**src/rtl/key_bcd_counter.sv**
```systemverilog
// rtl/key_bcd_counter.sv - Multi-digit BCD up/down/clear key counter with optional debounce.
// Debounce filter is built when KEY_BCD_COUNTER_DEBOUNCE_EN is defined.
module key_bcd_counter #(
    parameter int DIGITS    = 2,
    parameter int DB_CYCLES = 1000000,
    parameter int WRAP      = 1
) (
    input  logic                  clk,
    input  logic                  rst,
    input  logic                  key_up,
    input  logic                  key_down,
    input  logic                  key_clr,
    output logic [4*DIGITS-1:0]   cnt_out,
    output logic                  ovf
);
    localparam int W = 4 * DIGITS;

    logic [2:0] keys;
    logic [2:0] sync1_q, sync1_d;
    logic [2:0] sync2_q, sync2_d;
    logic [2:0] stable;
    logic [2:0] stable_prev_q, stable_prev_d;
    logic [2:0] press;

    logic [W-1:0] cnt_q, cnt_d;
    logic         ovf_q, ovf_d;
    logic [W-1:0] inc_val, dec_val;
    logic         inc_carry, dec_borrow;

    // Bit order everywhere: 0 = up, 1 = down, 2 = clear.
    assign keys = {key_clr, key_down, key_up};

    always_comb begin
        sync1_d       = keys;
        sync2_d       = sync1_q;
        stable_prev_d = stable;
    end

`ifdef KEY_BCD_COUNTER_DEBOUNCE_EN
    localparam int CW = $clog2(DB_CYCLES);

    logic [2:0]    stable_q, stable_d;
    logic [CW-1:0] db_cnt_q [3];
    logic [CW-1:0] db_cnt_d [3];

    always_comb begin
        for (int k = 0; k < 3; k++) begin
            stable_d[k] = stable_q[k];
            db_cnt_d[k] = '0;
            if (sync2_q[k] != stable_q[k]) begin
                if (db_cnt_q[k] == CW'(DB_CYCLES - 1)) begin
                    stable_d[k] = sync2_q[k];
                end else begin
                    db_cnt_d[k] = db_cnt_q[k] + 1'b1;
                end
            end
        end
    end

    always_ff @(posedge clk) begin
        if (rst) begin
            stable_q <= '0;
            for (int k = 0; k < 3; k++) db_cnt_q[k] <= '0;
        end else begin
            stable_q <= stable_d;
            for (int k = 0; k < 3; k++) db_cnt_q[k] <= db_cnt_d[k];
        end
    end

    assign stable = stable_q;
`else
    assign stable = sync2_q;
`endif

    assign press = stable & ~stable_prev_q;

    // Ripple BCD increment/decrement; the carry/borrow out of the top digit flags a limit.
    always_comb begin
        inc_val   = cnt_q;
        dec_val   = cnt_q;
        inc_carry = 1'b1;
        dec_borrow = 1'b1;
        for (int i = 0; i < DIGITS; i++) begin
            if (inc_carry) begin
                if (cnt_q[4*i +: 4] == 4'd9) begin
                    inc_val[4*i +: 4] = 4'd0;
                end else begin
                    inc_val[4*i +: 4] = cnt_q[4*i +: 4] + 4'd1;
                    inc_carry         = 1'b0;
                end
            end
            if (dec_borrow) begin
                if (cnt_q[4*i +: 4] == 4'd0) begin
                    dec_val[4*i +: 4] = 4'd9;
                end else begin
                    dec_val[4*i +: 4] = cnt_q[4*i +: 4] - 4'd1;
                    dec_borrow        = 1'b0;
                end
            end
        end
    end

    always_comb begin
        cnt_d = cnt_q;
        ovf_d = 1'b0;
        if (press[2]) begin
            cnt_d = '0;
        end else if (press[0] && !press[1]) begin
            ovf_d = inc_carry;
            cnt_d = (inc_carry && WRAP == 0) ? cnt_q : inc_val;
        end else if (press[1] && !press[0]) begin
            ovf_d = dec_borrow;
            cnt_d = (dec_borrow && WRAP == 0) ? cnt_q : dec_val;
        end
    end

    always_ff @(posedge clk) begin
        if (rst) begin
            sync1_q       <= '0;
            sync2_q       <= '0;
            stable_prev_q <= '0;
            cnt_q         <= '0;
            ovf_q         <= 1'b0;
        end else begin
            sync1_q       <= sync1_d;
            sync2_q       <= sync2_d;
            stable_prev_q <= stable_prev_d;
            cnt_q         <= cnt_d;
            ovf_q         <= ovf_d;
        end
    end

    assign cnt_out = cnt_q;
    assign ovf     = ovf_q;
endmodule

```
**config.mk**
```make
export PLATFORM = sky130hd
export DESIGN_NAME = key_bcd_counter
export DESIGN_NICKNAME = d
export VERILOG_FILES = /design/src/rtl/key_bcd_counter.sv
export SDC_FILE = /design/constraint.sdc
export NUM_CORES = 1
export LEC_CHECK = 0
export CORE_MARGIN = 3
export CORE_UTILIZATION = 45
export CTS_BUF_LIST = sky130_fd_sc_hd__clkbuf_16
export CTS_CLUSTER_SIZE = 28
export DETAILED_ROUTE_END_ITERATION = 16
export PLACE_DENSITY = 0.72
export SYNTH_ARGS = -nofsm -noshare
export SYNTH_HDL_FRONTEND = slang
export SYNTH_SLANG_ARGS = --single-unit
```
**constraint.sdc**
```tcl
create_clock -name clk -period 4.5 [get_ports clk]
set_input_delay 0.45 -clock clk [delete_from_list [all_inputs] [get_ports clk]]
set_output_delay 0.45 -clock clk [all_outputs]
set_load 0.01 [all_outputs]
```
Word-level counts from Yosys, hierarchy flattened
Cells that the tools add are included.

Register bits after elaboration: 18. Bits of input ports: 5. Output and inout port bits: 9. Logic and storage cells: 41.

$add $sub $neg: 4. Eq/ne operators: 3. Muxes and demuxes: 16. Bitwise gates (word level): 2. Reduce and logical (&&, ||, !) cells: 10.

Operator list (count): $mux 4 (6); $mux 8 (2); $add 4x1->4 const B (2); $eq 4x4->1 const B (2); $logic_not 4->1 (2); $mux 1 (8); $sub 4x1->4 const B (2); $reduce_bool 2->1 (2); $and 3x3->3 (1); $not 3->3 (1); $reduce_and 3->1 (1); $logic_and 1x1->1 (2); $logic_not 1->1 (2); $ne 2x2->1 const B (1); $reduce_or 2->1 (1).

Longest topological paths before layout
Gate-level depths: netlist (run 1).

Word-level depth: 6. Mapped depth: 9. Mapped depth without buffers: 7.

Worst setup path before layout (run 1)
OpenSTA, ideal clock, no wires.

Path kind: register to register. Start point: register cnt_q[3], in the netlist cnt_out[3]. End point: register cnt_q[5], in the netlist cnt_out[5]. Setup time: 0.091 ns. Data arrival time: 1.640 ns. Data required time: 4.409 ns. Slack: 2.769 ns. Stages on the path, launching flop included: 6. Buffers on the path: 1. Period minus slack after synthesis: 1.731 ns. Cells stage by stage: dfxtp_1 buf_6 or4_4 a221oi_4 a21oi_1 a311oi_1.

Cells in the longest elaborated chain, start to end: 4. Elaborated cells between the ends (all ways): 7. Those cells by class: eq/ne: 2; mux: 2; reduce/logical: 3.

RTL lines: start, declared (line 25) `logic [W-1:0] cnt_q, cnt_d;`; start signal, assigned (line 128) `cnt_q <= cnt_d;`; $eq 4x4->1 or $logic_not 4->1 (tied branches) (line 85, 93); $mux 1, on equally long branches (line 85, 93); $ne 2x2->1 (no line) or $reduce_bool 2->1 (tied branches); $reduce_and 3->1 (no line) *.

Mark *: on every way between the ends. The rest lies on a longest branch, timed or not. A chain may end at the register's enable or synchronous reset.

Final worst setup path (run 1)
Start point: register stable_prev_q[0]. End point: register cnt_q[5], in the netlist cnt_out[5].

Cells in the longest elaborated chain, start to end: 6. Elaborated cells between the ends (all ways): 10. Those cells by class: eq/ne: 1; mux: 1; bitwise: 2; reduce/logical: 6.

RTL lines: start, declared (line 22) `logic [2:0] stable_prev_q, stable_prev_d;`; start signal, assigned (line 127) `stable_prev_q <= stable_prev_d;`; $not 3->3 * (line 75) `assign press = stable & ~stable_prev_q;`; $and 3x3->3 * (line 75); $logic_not 1->1 (line 111) `end else if (press[1] && !press[0]) begin`; $logic_and 1x1->1 (line 111); $reduce_bool 2->1 (no line); $reduce_and 3->1 (no line).

Marked as above.

==> metrics, run 1 <==
Clock transition at path regs roughly 0.05 ns; Post-Syn Instances 107; # IOs 14; Avg WL per Cell roughly 12 um; Post-Synth Adder-Cell Area 0.03968; crit share post-route 0.4667; storage element area between 300 and 400 um2; Hold Crit Start sync1_q[1]$_SDFF_PP0_; static leakage 0.4196 nW; Warnings, synthesis 0; clock tree buffer depth 2; top cell type's share of synthesized area 0.3810; Die Y 51.85 um; drt pass-1 iters 4; postcts setup bufs 0; initial antenna violation count 0; flops & latches, synth 18; die area 2688 um2; Synth Area in Simple Gates 0.2354; post-route ant nets 0; First DRT Iteration DRCs 11; GRT overflow 0; die width 51.85 um; class of the worst hold path reg -> reg; clock power share 0.411; CTS tree built; min Tclk post-route between 2 and 2.5 ns; Avg Cell Area, Syn ~9 um2; Filler cells approximately 160; XOR/XNOR Fraction of Synth Area 0.05556; pin count of the biggest net entering global routing 18; area of the multi-input gates 515.5 um2; RSZ-0062 raised after global routing no; Compound-Gate Fraction of Synth Area 0.2037; max_cap viols 0; Setup violations, final 0; Via Count 766; CP Class reg -> reg; Net Sw Frac 0.2425; Slew @ Worst Pin ~0.52 ns; TNS Setup 0 ns; Core Region 1858 um2; Post-CTS Hold Buffers 0; Synth area leaders dfxtp_1, nor2b_1, a21oi_1; Via density ~5.5; crit-path max FO 17; fin nets 123; Synth Cell Area 945.9 um2; critical path startpoint category register; Int Pwr roughly 0.33 mW; Pwr Total between 0.4 and 0.5 mW; Synth area leader dfxtp_1; row cnt 15; CTS resizes 0; Worst Clk Skew between 0.003 and 0.004 ns; maximum VDD drop roughly 0.26 mV; main combinational cell family by area after synthesis simple AND/OR/NAND/NOR gates; Final Hold Viols 0; # DRC 0; Worst-Skew Late Latency 0.25 ns; Critical Path End Type register; f_max 476.2 MHz; ANT cells 0; first-pass GRT wire length 2.925 mm; crit path from stable_prev_q[0]$_SDFF_PP0_; share of cells above drive strength 1 0.04386; Tot GR Track Use 0.1467; number of I/O port buffers 13; Reg power frac 0.428; Root Buffer clkbuf_16; htree depth 1; P&R area growth vs syn 20.37%; Seq/Total Area, Yosys 0.3810; vias in the first global route between 600 and 700; # clock sinks 18; initial core utilization 0.5091; Distinct cells, synth 38; Min Hold Slack 0.4337 ns; r2r startpoint stable_prev_q[0]$_SDFF_PP0_; Slew HR 0.6525; number of buffers created by CTS 3; routability cong. slightly below 0.8; status finished clean; DRT Wirelength 1.667 mm; DP HPWL around 1.1 mm; max-slew violations 0; worst endpoint required time 4.65 ns; switching pwr between 0.1 and 0.15 mW; Power Dens Cells 377.7 nW/um2; critical path arrival between 2 and 2.5 ns; post-synthesis mux area share 0.01058; Net Count, Synth between 100 and 150; logic gate share of total power 0.161
## synth_stat cells
| library cell | instances |
|---|---|
| dfxtp_1 | 18 |
| nor2b_1 | 10 |
| a21oi_1 | 8 |
| clkbuf_1 | 6 |
| inv_1 | 6 |
| nor2_1 | 5 |
| o21ai_0 | 5 |
| ha_1 | 3 |
| nand2_1 | 3 |
| nand3_1 | 3 |
| or4_1 | 3 |
| xnor2_1 | 3 |
| xor2_1 | 3 |
| a211oi_1 | 2 |
| a311oi_1 | 2 |
| buf_2 | 2 |
| nand2b_1 | 2 |
| o21bai_1 | 2 |
| or3_1 | 2 |
| a2111o_1 | 1 |
| a21o_1 | 1 |
| a221oi_4 | 1 |
| a22oi_1 | 1 |
| a32oi_1 | 1 |
| buf_1 | 1 |
| buf_6 | 1 |
| mux2i_1 | 1 |
| nand3b_1 | 1 |
| nand4b_1 | 1 |
| nand4bb_1 | 1 |
| nor3_1 | 1 |
| nor3b_1 | 1 |
| nor4_1 | 1 |
| o21ai_1 | 1 |
| o22ai_1 | 1 |
| o31ai_1 | 1 |
| or4_4 | 1 |
| or4b_1 | 1 |
## sequential cells by signal, indices dropped and copies added (netlist names)
name / cells
ovf: 1
cnt_out: 8
sync1_q: 3
stable_prev_q: 3
stable: 3
## routing by layer
metal	routed length [um]	GRT usage	vias to the layer above
met1	803	0.1982	351
met4	30	0.08297	0
met5	0	0	-
met3	75	0.04011	4
li1	-	-	392
met2	757	0.2071	19
## logic make-up (layout without fill, tap and decap cells)
kind of cell,Yosys count,after routing
buffers and inverters,16,23
adder cells (fa/ha/maj),3,3
AND/OR/NAND/NOR,36,36
AO/OA/AOI/OAI,27,27
flip-flops,18,18
XOR/XNOR,6,6
multiplexers,1,1
## power groups by stage
stage | clock (mW) | sequential, mW | combinational (mW)
after CTS | 0.180 | 0.184 | 0.0696
after global placement | 0 | 0.187 | 0.0688
final | 0.177 | 0.184 | 0.0693
after detailed placement | 0 | 0.187 | 0.0692
after global routing | 0.188 | 0.186 | 0.0766
after floorplan | 0 | 0.179 | 0.0574
## metrics by stage
step,instances,setup slack [ns],util,area (um2)
2_1_floorplan,107,2.769,-,945.9
3_3_place_gp,135,2.515,0.5704,1060
3_5_place_dp,135,2.422,0.5704,1060
4_1_cts,139,2.410,0.6128,1139
5_1_grt,139,2.165,0.6128,1139
6_report,139,2.400,0.6128,1139
## cell usage in the layout, fill, tap and decap left out, types with 2 or more instances in the layout
cell type	Yosys	routed
a311oi_1	2	2
clkdlybuf4s50_1	0	13
nor2b_1	10	10
o21ai_0	5	5
xor2_1	3	3
or4_1	3	3
nand3_1	3	3
a21oi_1	8	8
nand2b_1	2	2
xnor2_1	3	3
nor2_1	5	5
nand2_1	3	3
a211oi_1	2	2
o21bai_1	2	2
dfxtp_1	18	18
or3_1	2	2
inv_1	6	6
clkbuf_16	0	3
ha_1	3	3
## final timing paths
| path | slack [ns] | depth (start not counted) | endpoint |
|---|---|---|---|
| worst max-delay path | 2.40 | 7 | cnt_out[5]$_SDFFE_PP0P_ |
| worst min-delay path | 0.43 | 1 | stable[1]$_SDFF_PP0_ |
| worst max register to register | 2.40 | 7 | cnt_out[5]$_SDFFE_PP0P_ |
| worst min register to register | 0.43 | 1 | stable[1]$_SDFF_PP0_ |
## worst max-delay path, stage by stage, from the launching register on
cell	delay, ns
dfxtp_1	0.29
nand2b_1	0.14
inv_1	0.09
ha_1	0.49
inv_1	0.19
a221oi_4	0.41
a21oi_1	0.12
a311oi_1	0.27
## final cells by class
type                       instances  share of cell area
sequential                        18              0.3165
clock inverter                     1            0.003297
inverter                           6             0.01978
tap                               25             0.02747
clock buffer                       3             0.06593
timing repair buffer              13              0.1143
multi-input combinational         73              0.4527
Note: power is estimated with default switching activity, not from simulation.
==> run 2: changes to the inputs <==
--- a/config.mk
+++ b/config.mk
@@ -10,7 +10,7 @@
 export CTS_BUF_LIST = sky130_fd_sc_hd__clkbuf_16
 export CTS_CLUSTER_SIZE = 28
 export DETAILED_ROUTE_END_ITERATION = 16
-export PLACE_DENSITY = 0.72
+export PLACE_DENSITY = 0.75
 export SYNTH_ARGS = -nofsm -noshare
 export SYNTH_HDL_FRONTEND = slang
 export SYNTH_SLANG_ARGS = --single-unit
==> constraint.sdc (replaced) <==
create_clock -name clk -period 1.8 [get_ports clk]
set_input_delay 0.18 -clock clk [delete_from_list [all_inputs] [get_ports clk]]
set_output_delay 0.18 -clock clk [all_outputs]
set_load 0.01 [all_outputs]
==> run 2 against run 1 <==
  * Sequential share of layout area decreased by 2.8 points
  * Flip-flop and latch count unchanged
  * Hold slack better by 0.0066 ns
  * Wire length rose by 16%
  * Via count grew 8.0%
  * Clock skew hardly changed
  * Highest routed layer unchanged
  * Critical path depth grew 1
  * First-iteration DRC count fell by 9.1%
  * Register-to-register slack got worse by 2.4 ns
  * Cell count rose by 5.8%
  * Cell area rose by 9.8%
  * Fmax rose by 20%
==> metrics, run 2 (synthesized netlist as in run 1, its figures left out) <==
clock power share 0.397; P&R area growth vs syn 32.14%; Placed Cells between 100 and 150; worst endpoint required time a little under 2 ns; drt pass-1 iters 4; Via density between 5 and 6; Power Dens Cells 889.9 nW/um2; f_max around 570 MHz; Final Hold Viols 0; logic gate share of total power 0.202; share of cells above drive strength 1 0.1557; first-pass GRT wire length approximately 3.4 mm; Slew HR 0.7482; GRT overflow 0; Worst Clk Skew about 0.0038 ns; CP Class reg -> reg; vias in the first global route 783; leading cell type in the layout, fill and taps excluded dfxtp_1; maximum VDD drop about 0.66 mV; ANT cells 0; CTS tree built; static leakage roughly 0.47 nW; # DRC 0; crit-path max FO 16; pre-CTS WS -0.007885 ns; Core Util, Final 0.6727; Largest register FFs 8; initial core utilization 0.5091; # clock sinks 18; initial antenna violation count 0; critical path arrival ~1.9 ns; htree depth 1; Avg WL per Cell approximately 13 um; Reg power frac 0.402; post-route ant nets 0; postcts setup bufs 0; fin nets between 100 and 150; Core Region between 1500 and 2000 um2; row cnt 15; Min Hold Slack roughly 0.44 ns; routability cong. between 0.7 and 0.8; status finished clean; Final Instance Count excl. Fillers roughly 150; First DRT Iteration DRCs 10; clock tree buffer depth 2; switching pwr ~0.27 mW; number of I/O port buffers 13; Final WS setup around 0.046 ns; most frequent cells in the layout dfxtp_1, clkdlybuf4s50_1, nor2b_1; DP HPWL 1.273 mm; Worst-Skew Late Latency roughly 0.25 ns; Int Pwr ~0.84 mW; max_cap viols 0; DRT Wirelength 1.931 mm; number of buffers created by CTS 3; critical path startpoint category register; Tot GR Track Use 0.1683; Clock transition at path regs around 0.050 ns; die area approximately 2700 um2; Net Sw Frac 0.2455; Post-CTS Hold Buffers 0; Setup violations, final 0; die width ~52 um; Critical Path End Type register; crit share post-route 0.9747; Root Buffer clkbuf_16; class of the worst hold path reg -> reg; # IOs 14; min Tclk post-route 1.754 ns; Slew @ Worst Pin around 0.38 ns; max-slew violations 0; pin count of the biggest net entering global routing 17; Via Count between 800 and 900; Die Y about 52 um
[run 2: layer usage]
| layer | global-route usage | routed length, um | vias up |
|---|---|---|---|
| li1 | - | - | 407 |
| met1 | 0.2049 | 802 | 389 |
| met2 | 0.2762 | 982 | 26 |
| met3 | 0.04011 | 104 | 5 |
| met4 | 0.07860 | 41 | 0 |
| met5 | 0 | 0 | - |
[run 2: worst paths after layout]
| kind | from | to | slack (ns) | cells past startpoint |
|---|---|---|---|---|
| max | stable_prev_q[0]$_SDFF_PP0_ | cnt_out[7]$_SDFFE_PP0P_ | 0.05 | 8 |
| max reg2reg | stable_prev_q[0]$_SDFF_PP0_ | cnt_out[7]$_SDFFE_PP0P_ | 0.05 | 8 |
| min | sync1_q[1]$_SDFF_PP0_ | stable[1]$_SDFF_PP0_ | 0.44 | 1 |
| min reg2reg | sync1_q[1]$_SDFF_PP0_ | stable[1]$_SDFF_PP0_ | 0.44 | 1 |
[run 2: worst max-delay path, stage by stage (launching register included)]
cell	delay (ns)
dfxtp_1	0.32
nand2b_4	0.13
inv_1	0.07
ha_4	0.17
buf_12	0.14
or4_4	0.42
o21ai_2	0.07
a21oi_1	0.07
a311oi_1	0.25
[run 2: cell type report]
cell class | count | area, um2
Timing Repair Buffer | 21 | 202.7
Tap cell | 25 | 31.28
Inverter | 6 | 22.52
Multi-Input combinational cell | 73 | 554.3
Clock inverter | 1 | 3.754
Fill cell | 142 | 608.1
Sequential cell | 18 | 360.3
Clock buffer | 3 | 75.07
[run 2: per-stage QoR]
stage          instance area (um2)    TNS, ns  total power [mW]
2_1_floorplan                945.9          0            0.5917
5_1_grt                       1250   -0.05523             1.171
4_1_cts                       1214          0             1.108
3_3_place_gp                  1132          0            0.6586
3_5_place_dp                  1132  -0.007885            0.6634
6_report                      1250          0             1.112
[run 2: what timing repair did]
item                                    in CTS  in global routing
gates cloned                                 0                  0
gates resized for setup                      1                  7
pin swaps                                    1                  3
endpoints found under the setup margin       2                  5
[run 2: power by group through the flow]
stage | clock network [mW] | registers (mW) | logic [mW]
final | 0.441 | 0.447 | 0.224
after detailed placement | 0 | 0.452 | 0.211
after CTS | 0.450 | 0.445 | 0.214
after global routing | 0.473 | 0.451 | 0.247
after floorplan | 0 | 0.448 | 0.144
after global placement | 0 | 0.452 | 0.207
